### src/rtl/l2_port_arbiter_pkg.sv
// l2_port_arbiter_pkg
// Purpose : bus widths of the L1/L2 cache hierarchy, the L2 request-kind
//           type and a small helper that resolves which kind one L1 is
//           asking for when it raises several request lines at once.
// Ports   : none (package).
package l2_port_arbiter_pkg;

  localparam int ADDRESS_WIDTH          = 32;
  localparam int DATA_WIDTH             = 32;
  localparam int MAIN_MEMORY_DATA_WIDTH = 128;

  typedef enum logic [1:0] {
    L2_RD = 2'd0,
    L2_WR = 2'd1,
    L2_WB = 2'd2
  } l2_req_kind_t;

  // Write-back beats write beats read. Read is the fallback because the
  // caller only asks once the requester is known to be pending.
  function automatic l2_req_kind_t pick_kind(input logic i_wr, input logic i_wb);
    l2_req_kind_t w_kind;
    if (i_wb) begin
      w_kind = L2_WB;
    end else if (i_wr) begin
      w_kind = L2_WR;
    end else begin
      w_kind = L2_RD;
    end
    return w_kind;
  endfunction

endpackage

### src/rtl/l2_port_arbiter_if.sv
// l2_port_arbiter_if
// Purpose : bundles the L1-side request/response lines and the L2-side port
//           of the L2 port arbiter.
// Modports: slave  - the arbiter (takes L1 requests and L2 completions,
//                    drives the L2 request port, L1 strobes and status).
//           master - the environment (L1 FSM array plus L2 cache FSM).
interface l2_port_arbiter_if #(
  parameter int NUM_REQ = 4
);
  import l2_port_arbiter_pkg::*;

  // L1 side
  logic [NUM_REQ-1:0]                        req_read;
  logic [NUM_REQ-1:0]                        req_write;
  logic [NUM_REQ-1:0]                        req_wb;
  logic [NUM_REQ*ADDRESS_WIDTH-1:0]          req_addr;
  logic [NUM_REQ*DATA_WIDTH-1:0]             req_wdata;
  logic [NUM_REQ*MAIN_MEMORY_DATA_WIDTH-1:0] req_wb_data;
  logic [NUM_REQ-1:0]                        resp_ready;
  logic [NUM_REQ-1:0]                        resp_write_verified;
  logic [NUM_REQ-1:0]                        resp_wb_verified;
  logic [MAIN_MEMORY_DATA_WIDTH-1:0]         resp_read_data;
  // L2 side
  logic [ADDRESS_WIDTH-1:0]                  l2_addr;
  logic                                      l2_read_request;
  logic                                      l2_write_request;
  logic                                      l2_write_back_request;
  logic [DATA_WIDTH-1:0]                     l2_write_data;
  logic [MAIN_MEMORY_DATA_WIDTH-1:0]         l2_write_back_data;
  logic                                      l2_ready;
  logic                                      l2_write_verified;
  logic                                      l2_write_back_verified;
  logic [MAIN_MEMORY_DATA_WIDTH-1:0]         l2_read_data;
  // status
  logic                                      grant_valid;
  logic [$clog2(NUM_REQ)-1:0]                grant_id;
  logic                                      timeout_err;

  modport slave (
    input  req_read, req_write, req_wb, req_addr, req_wdata, req_wb_data,
    input  l2_ready, l2_write_verified, l2_write_back_verified, l2_read_data,
    output l2_addr, l2_read_request, l2_write_request, l2_write_back_request,
    output l2_write_data, l2_write_back_data,
    output resp_ready, resp_write_verified, resp_wb_verified, resp_read_data,
    output grant_valid, grant_id, timeout_err
  );

  modport master (
    output req_read, req_write, req_wb, req_addr, req_wdata, req_wb_data,
    output l2_ready, l2_write_verified, l2_write_back_verified, l2_read_data,
    input  l2_addr, l2_read_request, l2_write_request, l2_write_back_request,
    input  l2_write_data, l2_write_back_data,
    input  resp_ready, resp_write_verified, resp_wb_verified, resp_read_data,
    input  grant_valid, grant_id, timeout_err
  );

endinterface

### src/rtl/l2_port_arbiter_rr_priority_pick.sv
// l2_port_arbiter_rr_priority_pick
// Purpose : combinational round-robin picker. Returns the first set bit of
//           i_pending at or after i_ptr, wrapping past NUM_REQ-1 to 0.
// Ports   : i_pending - request vector
//           i_ptr     - index with highest priority this round
//           o_found   - any request pending
//           o_id      - winning index (i_ptr when nothing is pending)
module l2_port_arbiter_rr_priority_pick #(
  parameter int NUM_REQ = 4
) (
  input  logic [NUM_REQ-1:0]         i_pending,
  input  logic [$clog2(NUM_REQ)-1:0] i_ptr,
  output logic                       o_found,
  output logic [$clog2(NUM_REQ)-1:0] o_id
);
  localparam int ID_W = $clog2(NUM_REQ);

  logic [ID_W-1:0] w_idx;

  assign o_found = |i_pending;

  // Walk offsets from farthest to nearest so the nearest pending index is
  // the last one written. NUM_REQ is a power of two, so the ID_W-bit add
  // wraps modulo NUM_REQ by itself.
  always_comb begin
    o_id  = i_ptr;
    w_idx = i_ptr;
    for (int k = NUM_REQ - 1; k >= 0; k--) begin
      w_idx = i_ptr + ID_W'(k);
      o_id  = i_pending[w_idx] ? w_idx : o_id;
    end
  end

endmodule

### src/rtl/l2_port_arbiter.sv
// l2_port_arbiter
// Purpose : shares the single L2 request port between NUM_REQ L1 cache FSMs.
//           In IDLE one pending L1 is picked round-robin and its kind,
//           address and data are latched. In BUSY the request is held until
//           the L2 returns the matching completion or the watchdog expires.
//           RELEASE lasts one cycle: the L2 request drops and the winner
//           gets its 1-cycle completion strobe.
// Ports   : clk   - clock
//           reset - asynchronous, active-high reset
//           bus   - l2_port_arbiter_if.slave (L1 requests/strobes, L2 port,
//                   grant_valid / grant_id / timeout_err status)
module l2_port_arbiter #(
  parameter int NUM_REQ        = 4,
  parameter int TIMEOUT_CYCLES = 1024
) (
  input  logic             clk,
  input  logic             reset,
  l2_port_arbiter_if.slave bus
);
  import l2_port_arbiter_pkg::*;

  localparam int ID_W = $clog2(NUM_REQ);
  localparam int WD_W = (TIMEOUT_CYCLES > 1) ? $clog2(TIMEOUT_CYCLES) : 1;
  localparam bit WD_EN = (TIMEOUT_CYCLES > 0);
  // r_wd counts completed BUSY cycles, so it reads TIMEOUT_CYCLES-1 during
  // the last BUSY cycle the watchdog allows.
  localparam logic [WD_W-1:0] WD_LAST = WD_W'((TIMEOUT_CYCLES > 0) ? (TIMEOUT_CYCLES - 1) : 0);

  typedef enum logic [1:0] {
    S_IDLE    = 2'd0,
    S_BUSY    = 2'd1,
    S_RELEASE = 2'd2
  } state_t;

  state_t                            r_state, w_state_nxt;
  l2_req_kind_t                      r_kind, w_kind_nxt;
  logic [ID_W-1:0]                   r_ptr, w_ptr_nxt;
  logic [ID_W-1:0]                   r_grant_id, w_grant_id_nxt;
  logic [WD_W-1:0]                   r_wd, w_wd_nxt;
  logic                              r_grant_valid, w_grant_valid_nxt;
  logic                              r_timeout_err, w_timeout_err_nxt;
  logic                              r_rd_req, w_rd_req_nxt;
  logic                              r_wr_req, w_wr_req_nxt;
  logic                              r_wb_req, w_wb_req_nxt;
  logic [ADDRESS_WIDTH-1:0]          r_addr, w_addr_nxt;
  logic [DATA_WIDTH-1:0]             r_wdata, w_wdata_nxt;
  logic [MAIN_MEMORY_DATA_WIDTH-1:0] r_wbdata, w_wbdata_nxt;
  logic [MAIN_MEMORY_DATA_WIDTH-1:0] r_rdata, w_rdata_nxt;
  logic [NUM_REQ-1:0]                r_resp_rd, w_resp_rd_nxt;
  logic [NUM_REQ-1:0]                r_resp_wr, w_resp_wr_nxt;
  logic [NUM_REQ-1:0]                r_resp_wb, w_resp_wb_nxt;

  logic [NUM_REQ-1:0] w_pending;
  logic [NUM_REQ-1:0] w_winner_oh;
  logic               w_found;
  logic [ID_W-1:0]    w_pick_id;
  l2_req_kind_t       w_pick_kind;
  logic               w_done;
  logic               w_expired;

  assign w_pending = bus.req_read | bus.req_write | bus.req_wb;

  l2_port_arbiter_rr_priority_pick #(
    .NUM_REQ (NUM_REQ)
  ) u_pick (
    .i_pending (w_pending),
    .i_ptr     (r_ptr),
    .o_found   (w_found),
    .o_id      (w_pick_id)
  );

  assign w_pick_kind = pick_kind(bus.req_write[w_pick_id], bus.req_wb[w_pick_id]);

  // Only the completion that matches the latched kind ends the transaction.
  assign w_done = ((r_kind == L2_RD) && bus.l2_ready) ||
                  ((r_kind == L2_WR) && bus.l2_write_verified) ||
                  ((r_kind == L2_WB) && bus.l2_write_back_verified);

  assign w_expired   = WD_EN && (r_wd == WD_LAST);
  assign w_winner_oh = {{(NUM_REQ-1){1'b0}}, 1'b1} << r_grant_id;

  // Next-state and next-output logic; every register holds unless changed.
  always_comb begin
    w_state_nxt       = r_state;
    w_kind_nxt        = r_kind;
    w_ptr_nxt         = r_ptr;
    w_grant_id_nxt    = r_grant_id;
    w_wd_nxt          = r_wd;
    w_grant_valid_nxt = r_grant_valid;
    w_timeout_err_nxt = r_timeout_err;
    w_rd_req_nxt      = r_rd_req;
    w_wr_req_nxt      = r_wr_req;
    w_wb_req_nxt      = r_wb_req;
    w_addr_nxt        = r_addr;
    w_wdata_nxt       = r_wdata;
    w_wbdata_nxt      = r_wbdata;
    w_rdata_nxt       = r_rdata;
    w_resp_rd_nxt     = {NUM_REQ{1'b0}};
    w_resp_wr_nxt     = {NUM_REQ{1'b0}};
    w_resp_wb_nxt     = {NUM_REQ{1'b0}};
    case (r_state)
      S_IDLE: begin
        if (w_found) begin
          w_state_nxt       = S_BUSY;
          w_kind_nxt        = w_pick_kind;
          w_ptr_nxt         = w_pick_id + ID_W'(1);
          w_grant_id_nxt    = w_pick_id;
          w_wd_nxt          = {WD_W{1'b0}};
          w_grant_valid_nxt = 1'b1;
          w_rd_req_nxt      = (w_pick_kind == L2_RD);
          w_wr_req_nxt      = (w_pick_kind == L2_WR);
          w_wb_req_nxt      = (w_pick_kind == L2_WB);
          w_addr_nxt        = bus.req_addr[w_pick_id*ADDRESS_WIDTH +: ADDRESS_WIDTH];
          w_wdata_nxt       = bus.req_wdata[w_pick_id*DATA_WIDTH +: DATA_WIDTH];
          w_wbdata_nxt      = bus.req_wb_data[w_pick_id*MAIN_MEMORY_DATA_WIDTH +: MAIN_MEMORY_DATA_WIDTH];
        end else begin
          w_state_nxt = S_IDLE;
        end
      end
      S_BUSY: begin
        // A completion arriving on the watchdog's last cycle still counts.
        if (w_done || w_expired) begin
          w_state_nxt       = S_RELEASE;
          w_grant_valid_nxt = 1'b0;
          w_rd_req_nxt      = 1'b0;
          w_wr_req_nxt      = 1'b0;
          w_wb_req_nxt      = 1'b0;
          if (w_done) begin
            w_resp_rd_nxt = (r_kind == L2_RD) ? w_winner_oh : {NUM_REQ{1'b0}};
            w_resp_wr_nxt = (r_kind == L2_WR) ? w_winner_oh : {NUM_REQ{1'b0}};
            w_resp_wb_nxt = (r_kind == L2_WB) ? w_winner_oh : {NUM_REQ{1'b0}};
            w_rdata_nxt   = (r_kind == L2_RD) ? bus.l2_read_data : r_rdata;
          end else begin
            w_timeout_err_nxt = 1'b1;
          end
        end else begin
          w_wd_nxt = r_wd + WD_W'(1);
        end
      end
      S_RELEASE: begin
        w_state_nxt = S_IDLE;
      end
      default: begin
        w_state_nxt = S_IDLE;
      end
    endcase
  end

  // State and registered-output update; reset drops the L2 request at once.
  always_ff @(posedge clk or posedge reset) begin
    if (reset) begin
      r_state       <= S_IDLE;
      r_kind        <= L2_RD;
      r_ptr         <= {ID_W{1'b0}};
      r_grant_id    <= {ID_W{1'b0}};
      r_wd          <= {WD_W{1'b0}};
      r_grant_valid <= 1'b0;
      r_timeout_err <= 1'b0;
      r_rd_req      <= 1'b0;
      r_wr_req      <= 1'b0;
      r_wb_req      <= 1'b0;
      r_addr        <= {ADDRESS_WIDTH{1'b0}};
      r_wdata       <= {DATA_WIDTH{1'b0}};
      r_wbdata      <= {MAIN_MEMORY_DATA_WIDTH{1'b0}};
      r_rdata       <= {MAIN_MEMORY_DATA_WIDTH{1'b0}};
      r_resp_rd     <= {NUM_REQ{1'b0}};
      r_resp_wr     <= {NUM_REQ{1'b0}};
      r_resp_wb     <= {NUM_REQ{1'b0}};
    end else begin
      r_state       <= w_state_nxt;
      r_kind        <= w_kind_nxt;
      r_ptr         <= w_ptr_nxt;
      r_grant_id    <= w_grant_id_nxt;
      r_wd          <= w_wd_nxt;
      r_grant_valid <= w_grant_valid_nxt;
      r_timeout_err <= w_timeout_err_nxt;
      r_rd_req      <= w_rd_req_nxt;
      r_wr_req      <= w_wr_req_nxt;
      r_wb_req      <= w_wb_req_nxt;
      r_addr        <= w_addr_nxt;
      r_wdata       <= w_wdata_nxt;
      r_wbdata      <= w_wbdata_nxt;
      r_rdata       <= w_rdata_nxt;
      r_resp_rd     <= w_resp_rd_nxt;
      r_resp_wr     <= w_resp_wr_nxt;
      r_resp_wb     <= w_resp_wb_nxt;
    end
  end

  assign bus.l2_addr               = r_addr;
  assign bus.l2_read_request       = r_rd_req;
  assign bus.l2_write_request      = r_wr_req;
  assign bus.l2_write_back_request = r_wb_req;
  assign bus.l2_write_data         = r_wdata;
  assign bus.l2_write_back_data    = r_wbdata;
  assign bus.resp_ready            = r_resp_rd;
  assign bus.resp_write_verified   = r_resp_wr;
  assign bus.resp_wb_verified      = r_resp_wb;
  assign bus.resp_read_data        = r_rdata;
  assign bus.grant_valid           = r_grant_valid;
  assign bus.grant_id              = r_grant_id;
  assign bus.timeout_err           = r_timeout_err;

endmodule

### src/flat_wrapper.sv
// flat-port wrapper written by rule: the top's interface ports become plain ports
module l2_port_arbiter_flat import l2_port_arbiter_pkg::*;
#(
  parameter int NUM_REQ        = 4,
  parameter int TIMEOUT_CYCLES = 1024
)
  (clk, reset, bus_req_read, bus_req_write, bus_req_wb, bus_req_addr, bus_req_wdata, bus_req_wb_data, bus_l2_ready, bus_l2_write_verified, bus_l2_write_back_verified, bus_l2_read_data, bus_l2_addr, bus_l2_read_request, bus_l2_write_request, bus_l2_write_back_request, bus_l2_write_data, bus_l2_write_back_data, bus_resp_ready, bus_resp_write_verified, bus_resp_wb_verified, bus_resp_read_data, bus_grant_valid, bus_grant_id, bus_timeout_err);
  l2_port_arbiter_if #(.NUM_REQ(NUM_REQ)) bus_i ();
  input  logic clk;
  input  logic reset;
  input wire logic [$bits(bus_i.req_read)-1:0] bus_req_read;
  input wire logic [$bits(bus_i.req_write)-1:0] bus_req_write;
  input wire logic [$bits(bus_i.req_wb)-1:0] bus_req_wb;
  input wire logic [$bits(bus_i.req_addr)-1:0] bus_req_addr;
  input wire logic [$bits(bus_i.req_wdata)-1:0] bus_req_wdata;
  input wire logic [$bits(bus_i.req_wb_data)-1:0] bus_req_wb_data;
  input wire logic [$bits(bus_i.l2_ready)-1:0] bus_l2_ready;
  input wire logic [$bits(bus_i.l2_write_verified)-1:0] bus_l2_write_verified;
  input wire logic [$bits(bus_i.l2_write_back_verified)-1:0] bus_l2_write_back_verified;
  input wire logic [$bits(bus_i.l2_read_data)-1:0] bus_l2_read_data;
  output wire logic [$bits(bus_i.l2_addr)-1:0] bus_l2_addr;
  output wire logic [$bits(bus_i.l2_read_request)-1:0] bus_l2_read_request;
  output wire logic [$bits(bus_i.l2_write_request)-1:0] bus_l2_write_request;
  output wire logic [$bits(bus_i.l2_write_back_request)-1:0] bus_l2_write_back_request;
  output wire logic [$bits(bus_i.l2_write_data)-1:0] bus_l2_write_data;
  output wire logic [$bits(bus_i.l2_write_back_data)-1:0] bus_l2_write_back_data;
  output wire logic [$bits(bus_i.resp_ready)-1:0] bus_resp_ready;
  output wire logic [$bits(bus_i.resp_write_verified)-1:0] bus_resp_write_verified;
  output wire logic [$bits(bus_i.resp_wb_verified)-1:0] bus_resp_wb_verified;
  output wire logic [$bits(bus_i.resp_read_data)-1:0] bus_resp_read_data;
  output wire logic [$bits(bus_i.grant_valid)-1:0] bus_grant_valid;
  output wire logic [$bits(bus_i.grant_id)-1:0] bus_grant_id;
  output wire logic [$bits(bus_i.timeout_err)-1:0] bus_timeout_err;
  assign bus_i.req_read = bus_req_read;
  assign bus_i.req_write = bus_req_write;
  assign bus_i.req_wb = bus_req_wb;
  assign bus_i.req_addr = bus_req_addr;
  assign bus_i.req_wdata = bus_req_wdata;
  assign bus_i.req_wb_data = bus_req_wb_data;
  assign bus_i.l2_ready = bus_l2_ready;
  assign bus_i.l2_write_verified = bus_l2_write_verified;
  assign bus_i.l2_write_back_verified = bus_l2_write_back_verified;
  assign bus_i.l2_read_data = bus_l2_read_data;
  assign bus_l2_addr = bus_i.l2_addr;
  assign bus_l2_read_request = bus_i.l2_read_request;
  assign bus_l2_write_request = bus_i.l2_write_request;
  assign bus_l2_write_back_request = bus_i.l2_write_back_request;
  assign bus_l2_write_data = bus_i.l2_write_data;
  assign bus_l2_write_back_data = bus_i.l2_write_back_data;
  assign bus_resp_ready = bus_i.resp_ready;
  assign bus_resp_write_verified = bus_i.resp_write_verified;
  assign bus_resp_wb_verified = bus_i.resp_wb_verified;
  assign bus_resp_read_data = bus_i.resp_read_data;
  assign bus_grant_valid = bus_i.grant_valid;
  assign bus_grant_id = bus_i.grant_id;
  assign bus_timeout_err = bus_i.timeout_err;
  l2_port_arbiter #(.NUM_REQ(NUM_REQ), .TIMEOUT_CYCLES(TIMEOUT_CYCLES)) u_core (.clk(clk), .reset(reset), .bus(bus_i));
endmodule
### config.mk
export PLATFORM = sky130hd
export DESIGN_NAME = l2_port_arbiter_flat
export DESIGN_NICKNAME = d
export VERILOG_FILES = /design/src/rtl/l2_port_arbiter_pkg.sv /design/src/rtl/l2_port_arbiter_if.sv /design/src/rtl/l2_port_arbiter_rr_priority_pick.sv /design/src/rtl/l2_port_arbiter.sv /design/src/flat_wrapper.sv
export SDC_FILE = /design/constraint.sdc
export NUM_CORES = 1
export LEC_CHECK = 0
export CAP_MARGIN = 40
export CELL_PAD_IN_SITES_DETAIL_PLACEMENT = 1
export CELL_PAD_IN_SITES_GLOBAL_PLACEMENT = 2
export CORE_AREA = 2 2 488 490
export DETAILED_ROUTE_END_ITERATION = 8
export DIE_AREA = 0 0 490 492
export PLACE_DENSITY_LB_ADDON = 0.15
export SLEW_MARGIN = 10
export SYNTH_ARGS = -nofsm -noshare
export SYNTH_HDL_FRONTEND = slang
export SYNTH_SLANG_ARGS = --single-unit
### constraint.sdc
create_clock -name clk -period 13.7 [get_ports clk]
set_input_delay 2.74 -clock clk [delete_from_list [all_inputs] [get_ports clk]]
set_output_delay 2.74 -clock clk [all_outputs]
set_load 0.05 [all_outputs]
==> metrics.txt, run 1 <==
status=finished clean; most frequent cell after synthesis=dfrtp_1; Fmax=roughly 0.16 GHz; clk_skew=0.02147 ns; final setup fails=0; Hold WC Path Type=reg -> reg; initial antenna violation count=96; worst-skew pair later-pin latency=between 0.6 and 0.7 ns; flop2flop setup slack=approximately 9.9 ns; setup TNS=0 ns; global route overflow=0; DR vias/cell=3.045; maxcap violations=0; worst-path fanout max=between 100 and 150; HPWL Detailed=between 100000 and 150000 um; Worst path top cell family by delay=buffers and inverters; Total GRT Usage=11.47%; Async SR Flop Fraction=between 90% and 100%; ratio of cells with drive above 1 in the final layout=16.72%; io pins=about 1300; Max stage delay on crit path=roughly 0.51 ns; Total Power=~9.4 mW; worst path cell trace=clkdlybuf4s50_1 -> or3_1 -> o311a_1 -> a211oi_4 -> buf_12 -> buf_4 -> buf_12 -> mux2_2 -> a22oi_1 -> o21ai_1; Yosys top cell area share=approximately half; RR Endpoint=u_core.bus.l2_write_back_data[81]; synthesized net count=between 2000 and 2500; DRC viols=0; 1st-iter DRT viols=a little under 500; post-layout min period=6.258 ns; IO Port Bufs=about 1300; Final Max Slew Viols=0; clock-pin slew on the worst setup and hold paths=0.06 ns; Initial Utilization=slightly below 8%; largest net degree at the start of global routing=~130; RSZ-0062 raised after global routing=no; Critical Path Source Type=primary input; DP Cell Count=about 5800; DP Area=34660 um^2; Worst Tran Pin Value=around 1.1 ns; Pleak=13.87 nW; CTS sink cnt=355; area leader, netlist=dfrtp_1; Syn Std Cell Area=18240 um^2; crit path from=bus_req_write[3]; Core Region=between 200000 and 250000 um^2; fin util=15.53%; Longest Clk Path Bufs=3; Crit. path cell count=10; synth top area cells=dfrtp_1, mux2_2, mux2i_1; CTS tree=done; yosys warns=0; first-pass GRT wire length=about 190000 um; routed vias=around 18000; router iterations before antenna repair=4; Final Cell Area=roughly 37000 um^2; Crit Path Class=in -> reg; final worst path period share=between 40% and 50%; most frequent CP cell=buf_12; Max IR drop VDD=~0.17 mV; post-synthesis register bit count=355; power per cell area=254.9 nW/um^2; wire length per cell=around 24 um; vias in the first global route=about 20000; hold_ws=roughly 0.47 ns; DIE AREA=approximately 240000 um^2; Setup WS pre-CTS=6.771 ns; dominant synthesized flop cell=dfrtp_1; Yosys cell types=43; row cnt=about 180; final setup margin=7.442 ns; antenna viol nets, final=0; CP endpoint=u_core.bus.l2_write_back_data[81]; total routed wirelength=142800 um; Clock Tree Root=clkbuf_16; CTS Buf Count=57; Commonest cells post-synth=dfrtp_1, mux2_2, mux2i_1, a22oi_1, o21ai_1; final estimated routing congestion in global placement=between 0.7 and 0.8; Worst Path Arrival=6.78 ns; Die Y=492 um; reg2reg start=u_core.r_ptr[1]; number of enable flip-flop cells after synthesis=0; PostCTS Resize Cnt=0; Final Hold Viols=0; part of the Yosys area used for sequential elements=48.70%; die extent in x=490 um; Bufs and invs on worst path=4; Setup Fix Bufs, Post-CTS=0; Avg Cell Area, Syn=roughly 12 um^2; Non-Filler Instances=5970; area growth from synthesis to layout=101.2%; CP max-delay cell=buf_4; # hold bufs at CTS=0; WP data required=14.23 ns; H-tree depth=2; Synth Instances=about 1500; worst r2r path cells=8; critical path capture point type=flip-flop; Max-Slew Margin vs Limit=between 20% and 30%; # nets final=around 3600
flip-flops by register name, summed over array words and instances (netlist names):
name	flops
u_core.bus.l2_read_request	1
u_core.bus.l2_write_request	1
u_core.bus.grant_id	2
u_core.r_wd	10
u_core.bus.resp_write_verified	4
u_core.r_kind	2
u_core.bus.resp_wb_verified	4
u_core.bus.timeout_err	1
u_core.r_state	2
u_core.bus.l2_write_data	32
u_core.bus.l2_addr	32
u_core.bus.resp_ready	4
u_core.r_ptr	2
u_core.bus.l2_write_back_data	128
u_core.bus.resp_read_data	128
u_core.bus.l2_write_back_request	1
u_core.bus.grant_valid	1
per-layer routing:
layer  wire (um)  vias to the layer above  part of all wire, %  global-route usage [%]
met1       51750                     8799                   36                   11.61
li1            -                     8173                    -                       -
met2       70500                      889                   49                   19.84
met3       16790                      217                   12                   6.805
met4        3134                      100                  2.2                   3.056
met5         639                        -                 0.45                       0
cell type report:
class	instances	area [um^2]
Antenna cell	34	85.08
Tap cell	3167	3963
Sequential cell	355	8884
Fill cell	27090	199600
Timing Repair Buffer	1287	13120
Clock inverter	23	237.7
Inverter	3	18.77
Clock buffer	80	1683
Multi-Input combinational cell	1021	8710
where the power goes:
part | internal (mW) | switching [mW]
clock network | 0.911 | 0.651
logic | 2.20 | 3.72
registers | 1.57 | 0.307
how the worst min path moves through the flow:
stage / startpoint / end / slack [ns] / depth (start not counted)
6_report: u_core.bus.l2_write_back_request / u_core.bus.l2_write_back_request / 0.47 / 1
5_1_grt: u_core.bus.l2_write_back_request / u_core.bus.l2_write_back_request / 0.50 / 1
4_1_cts: u_core.bus.l2_write_back_request / u_core.bus.l2_write_back_request / 0.48 / 1
3_5_place_dp: u_core.bus.l2_write_back_request / u_core.bus.l2_write_back_request / 0.47 / 1
3_3_place_gp: u_core.bus.timeout_err / u_core.bus.timeout_err / 0.45 / 1
2_1_floorplan: u_core.r_wd[0] / u_core.r_wd[0] / 0.49 / 1
layout by cell type (no fill, tap or decap), types with 17 or more instances in the layout:
master | netlist | final
a22oi_1 | 192 | 192
clkbuf_16 | 0 | 57
clkbuf_8 | 0 | 17
clkdlybuf4s50_1 | 0 | 1251
dfrtp_1 | 355 | 355
diode_2 | 0 | 34
mux2_2 | 323 | 323
mux2i_1 | 197 | 197
nand2_1 | 21 | 19
nor2_1 | 24 | 23
o21ai_1 | 191 | 191
logic make-up after synthesis:
kind of cell | count (synthesis) | synth area share (%)
muxes | 520 | 30.75
adders and majority gates | 1 | 0.06859
and+or+nand+nor | 77 | 2.003
buffers and inverters | 126 | 3.711
DFF | 355 | 48.70
AOI/OAI and AO/OA | 415 | 14.38
xor gates and xnor gates | 8 | 0.3842
Power figures use the tool's default switching activity.
==> run 2, diff against run 1 <==
==> constraint.sdc (replaced) <==
create_clock -name clk -period 5.79 [get_ports clk]
set_input_delay 1.158 -clock clk [delete_from_list [all_inputs] [get_ports clk]]
set_output_delay 1.158 -clock clk [all_outputs]
set_load 0.05 [all_outputs]
==> run 2 against run 1 <==
- sequential cell count did not move
- final cell count increased by 0.20%
- wire length shrank 0.74%
- via count is 0.76% lower
- non-clock buffer count grew 8
- core utilization about the same
- power is 140% higher
- largest cell class unchanged
==> metrics.txt, run 2 (synthesized netlist as in run 1, its figures left out) <==
Core Region=236300 um^2 (unchanged); clock-pin slew on the worst setup and hold paths=0.06 ns (about the same); total routed wirelength=141800 um (-0.74%); HPWL Detailed=113300 um (-0.50%); final setup margin=1.893 ns (-5.550 ns); PostCTS Resize Cnt=0 (unchanged); final worst path period share=between 60% and 70%; die extent in x=490 um (unchanged); wire length per cell=23.70 um (-0.94%); worst path cell trace=clkdlybuf4s50_1 -> nor3_1 -> o2bb2ai_1 -> a211o_1 -> nor2_4 -> buf_12 -> a22oi_1 -> o21ai_1; Setup Fix Bufs, Post-CTS=0 (unchanged); CP max-delay cell=nor2_4; DR vias/cell=3.016 (-0.96%); Worst Tran Pin Value=1.138 ns (+0.0009255 ns); H-tree depth=2 (unchanged); vias in the first global route=20330 (+0.030%); met1 usage=12.02% (+0.41 points); Max stage delay on crit path=0.53 ns (+0.02 ns); Longest Clk Path Bufs=3 (unchanged); clk_skew=0.03139 ns (+0.009921 ns); Total GRT Usage=11.35% (-0.12 points); power per cell area=602.7 nW/um^2 (+140%); row cnt=179 (unchanged); # nets final=3648 (+0.25%); initial antenna violation count=88 (-8.3%); final setup fails=0 (unchanged); post-layout min period=~4 ns; antenna viol nets, final=0 (unchanged); Max IR drop VDD=0.2855 mV (+65%); status=finished clean; Final Hold Viols=0 (unchanged); router iterations before antenna repair=4 (unchanged); Fmax=0.2566 GHz; Final Max Slew Viols=0 (unchanged); flop2flop setup slack=2.68 ns (-7.25 ns); 1st-iter DRT viols=529 (+8.2%); DIE AREA=241100 um^2 (unchanged); Clock Tree Root=clkbuf_16; first-pass GRT wire length=188900 um (-1.1%); Max-Slew Margin vs Limit=24.13% (-0.062 points); WP data required=6.38 ns (-7.85 ns); largest net degree at the start of global routing=110 (-14%); Die Y=492 um (unchanged); global route overflow=0 (unchanged); maxcap violations=0 (unchanged); routed vias=18040 (-0.76%); Total Power=22.17 mW (+140%); critical path capture point type=flip-flop; Initial Utilization=7.720% (unchanged); Hold WC Path Type=reg -> reg; ratio of cells with drive above 1 in the final layout=16.99% (+0.27 points); Setup WS pre-CTS=1.126 ns (-5.644 ns); IO Port Bufs=1251 (unchanged); Worst Path Arrival=4.49 ns (-2.29 ns); Crit Path Class=in -> reg; Critical Path Source Type=primary input; worst-skew pair later-pin latency=0.70 ns (about the same); CTS tree=done; met2 Track Usage GR=19.33% (-0.51 points); M3 GR Usage=6.472% (-0.33 points); most used routing layer=met2; most frequent cells in the layout=clkdlybuf4s50_1, dfrtp_1, mux2_2; area growth from synthesis to layout=101.6%; Pleak=13.89 nW (+0.18%); hold_ws=0.4818 ns (+0.008752 ns); CTS sink cnt=355 (unchanged); worst-path fanout max=109 (+3.8%); CTS Buf Count=58 (+1.8%); most common cell after layout, fill and taps aside=clkdlybuf4s50_1; DRC viols=0 (unchanged); io pins=1252 (unchanged); # hold bufs at CTS=0 (unchanged); setup TNS=0 ns (unchanged); RSZ-0062 raised after global routing=no; final estimated routing congestion in global placement=0.7494 (-2.8%)
-- run 2: area by class of cell --
cell class,instances,area [um^2]
Inverter,3,15.01
Clock buffer,84,1699
Sequential cell,355,8884
Multi-Input combinational cell,1021,8710
Timing Repair Buffer,1295,13090
Fill cell,27150,199500
Tap cell,3167,3963
Antenna cell,31,77.57
Clock inverter,26,341.6
-- run 2: per-layer routing --
metal	part of all wire, %	vias to the layer above
li1	-	8189
met1	38	8708
met2	48	863
met3	12	194
met4	2.0	86
met5	0.37	-
-- run 2: path summary, 6_finish.rpt --
path	startpoint	endpoint	cells past startpoint
min reg2reg	u_core.bus.l2_write_back_request	u_core.bus.l2_write_back_request	1
min	u_core.bus.l2_write_back_request	u_core.bus.l2_write_back_request	1
max reg2reg	u_core.r_ptr[1]	u_core.bus.l2_write_back_data[123]	7
max	bus_req_write[0]	u_core.bus.l2_write_back_data[123]	8
max in group asynchronous	reset	u_core.bus.l2_write_data[18]	4
min in group asynchronous	reset	u_core.bus.resp_read_data[76]	2
-- run 2: worst max-delay path: cells and delay by family --
kind / cells / cell delay (ns)
AO/OA/AOI/OAI: 4 / 0.93
buffers and inverters: 2 / 0.85
AND/OR/NAND/NOR: 2 / 1.05
-- run 2: per-stage QoR --
stage | instance area (um^2) | std cells | utilization, %
after floorplan | 18240 | 1502 | -
after global routing | 36720 | 5959 | 15.54
final | 36770 | 5982 | 15.56
after detailed placement | 34660 | 5841 | 14.67
after global placement | 34640 | 5840 | 14.66
after CTS | 36700 | 5951 | 15.53
-- run 2: report_power, final --
group	leakage (nW)	total (mW)	internal, mW	switching (mW)
Clock	0.997	3.84	2.30	1.54
Combinational	8.54	13.9	5.14	8.71
Sequential	4.35	4.48	3.72	0.761
Total	13.9	22.2	11.2	11.0
==> run 3, diff against run 2 <==
==> constraint.sdc (replaced) <==
create_clock -name clk -period 3.6 [get_ports clk]
set_input_delay 0.72 -clock clk [delete_from_list [all_inputs] [get_ports clk]]
set_output_delay 0.72 -clock clk [all_outputs]
set_load 0.05 [all_outputs]
==> run 3 against run 2 <==
- cell area increased by 2.5%
- first-iteration DRC count grew 15%
- clock skew up 0.017 ns
- largest power group unchanged
- die area did not move
- wire length up 1.3%
- register-to-register slack got worse by 1.7 ns
- global-route usage increased by 0.20 points
- worst setup slack worse by 1.4 ns
- sequential share of layout area down 0.60 points
- power grew 66%
- combinational power grew 71%
==> metrics.txt, run 3 (synthesized netlist as in run 1, its figures left out) <==
die extent in x=490 um (unchanged); Critical Path Source Type=primary input; most used routing layer=met2; hold_ws=0.4694 ns (-0.01248 ns); post-layout min period=roughly 3.1 ns; Die Y=492 um (unchanged); 1st-iter DRT viols=609 (+15%); initial antenna violation count=69 (-22%); Non-Filler Instances=6081 (+1.7%); # nets final=3762 (+3.1%); Core Region=236300 um^2 (unchanged); Total GRT Usage=11.55% (+0.20 points); Setup Fix Bufs, Post-CTS=0 (unchanged); Max-Slew Margin vs Limit=52.57% (+28 points); Pleak=14.46 nW (+4.1%); most frequent cells in the layout=clkdlybuf4s50_1, dfrtp_1, mux2_2; CTS Buf Count=56 (-3.4%); power per cell area=974.9 nW/um^2 (+62%); crit path from=bus_req_read[3]; setup TNS=0 ns (unchanged); PostCTS Resize Cnt=0 (unchanged); Hold WC Path Type=in -> async; antenna viol nets, final=0 (unchanged); DP Cell Count=5957 (+2.0%); global route overflow=0 (unchanged); worst-path fanout max=15 (-86%); routed vias=18570 (+2.9%); final worst path period share=between 80 and 90%; DR vias/cell=3.054 (+1.3%); worst-skew pair later-pin latency=0.70 ns (about the same); clk_skew=0.04875 ns (+0.01736 ns); CTS tree=done; vias in the first global route=20860 (+2.6%); area growth from synthesis to layout=106.7%; met1 usage=13.06% (+1.0 points); H-tree depth=2 (unchanged); ratio of cells with drive above 1 in the final layout=19.90% (+2.9 points); Final Max Slew Viols=0 (unchanged); status=finished clean; CTS sink cnt=355 (unchanged); first-pass GRT wire length=193600 um (+2.5%); total routed wirelength=143600 um (+1.3%); met2 Track Usage GR=19.84% (+0.51 points); io pins=1252 (unchanged); M3 GR Usage=5.304% (-1.2 points); WP data required=4.13 ns (-2.25 ns); RSZ-0062 raised after global routing=no; Clock Tree Root=clkbuf_16; DRC viols=0 (unchanged); most common cell after layout, fill and taps aside=clkdlybuf4s50_1; largest net degree at the start of global routing=71 (-35%); Worst Path Arrival=3.66 ns (-0.83 ns); final setup fails=0 (unchanged); IO Port Bufs=1251 (unchanged); Fill cells=27100 (-0.18%); Longest Clk Path Bufs=3 (unchanged); router iterations before antenna repair=4 (unchanged); Crit Path Class=in -> reg; row cnt=179 (unchanged); reg2reg start=u_core.r_ptr[1]; maxcap violations=0 (unchanged); # hold bufs at CTS=0 (unchanged); Worst Tran Pin Value=0.7092 ns (-0.4288 ns); fin util=15.96% (+0.40 points); critical path capture point type=flip-flop; final estimated routing congestion in global placement=0.7768 (+3.7%); wire length per cell=23.61 um (-0.36%); Final Hold Viols=0 (unchanged); Initial Utilization=7.720% (unchanged); DIE AREA=241100 um^2 (unchanged); Max IR drop VDD=0.5608 mV (+96%); Fmax=about 0.32 GHz; HPWL Detailed=118000 um (+4.2%); clock-pin slew on the worst setup and hold paths=0.05 ns (about the same)
==> run 3: cell types whose count changed in the layout (fill, tap and decap cells not counted), moves of 3 or more <==
cell / before / now
buf_4: 25 / 122
buf_12: 18 / 37
diode_2: 31 / 20
clkbuf_1: 11 / 18
clkinv_2: 12 / 5
bufinv_16: 6 / 3
==> run 3: layout make-up <==
cell class | instances | area [um^2] | area share, %
repair buffers | 1411 | 14190 | 37.64
diodes | 20 | 50.05 | 0.1327
clock buffers | 90 | 1689 | 4.480
flip-flops and latches | 355 | 8884 | 23.56
clock inverters | 14 | 203.9 | 0.5409
well taps | 3167 | 3963 | 10.51
multi-input cells | 1021 | 8710 | 23.10
inverters | 3 | 15.01 | 0.03982
==> run 3: stage by stage <==
| step | total power [mW] | worst slack [ns] | area, um^2 |
|---|---|---|---|
| 2_1_floorplan | 21.02 | -1.876 | 18240 |
| 3_3_place_gp | 31.75 | -0.2490 | 35750 |
| 3_5_place_dp | 31.67 | -0.2615 | 35760 |
| 4_1_cts | 37.87 | 0.4883 | 37660 |
| 5_1_grt | 39.04 | 0.3869 | 37670 |
| 6_report | 36.76 | 0.4662 | 37710 |
==> run 3: path summary, 6_finish.rpt <==
check | slack [ns] | endpoint | depth (start not counted)
max in group asynchronous | 2.21 | u_core.bus.l2_write_back_data[72] | 4
min in group clk | 0.48 | u_core.bus.l2_write_back_request | 1
hold / removal | 0.47 | u_core.bus.l2_write_back_data[111] | 3
hold reg to reg | 0.48 | u_core.bus.l2_write_back_request | 1
setup / recovery | 0.47 | u_core.bus.l2_write_back_data[49] | 9
setup reg to reg | 0.95 | u_core.bus.l2_write_back_data[49] | 7
==> run 3: routing by layer <==
metal	part of all wire [%]	up-vias
met1	40	9079
li1	-	8394
met5	0.33	-
met4	1.5	72
met3	10	168
met2	49	858
==> run 3: where the power goes <==
part / switching, mW / internal (mW) / total, mW
Combinational: 14.4 / 9.35 / 23.8
Clock: 2.38 / 3.42 / 5.80
Sequential: 1.22 / 5.98 / 7.20
Total: 18.0 / 18.7 / 36.8
==> run 3: critical path, stage by stage <==
cell and delay [ns]:
clkdlybuf4s50_1 0.42, or3_1 0.50, o311a_1 0.41, a211oi_4 0.36, buf_12 0.23, buf_4 0.31, mux2_2 0.36, a22oi_1 0.16
o21ai_1 0.10
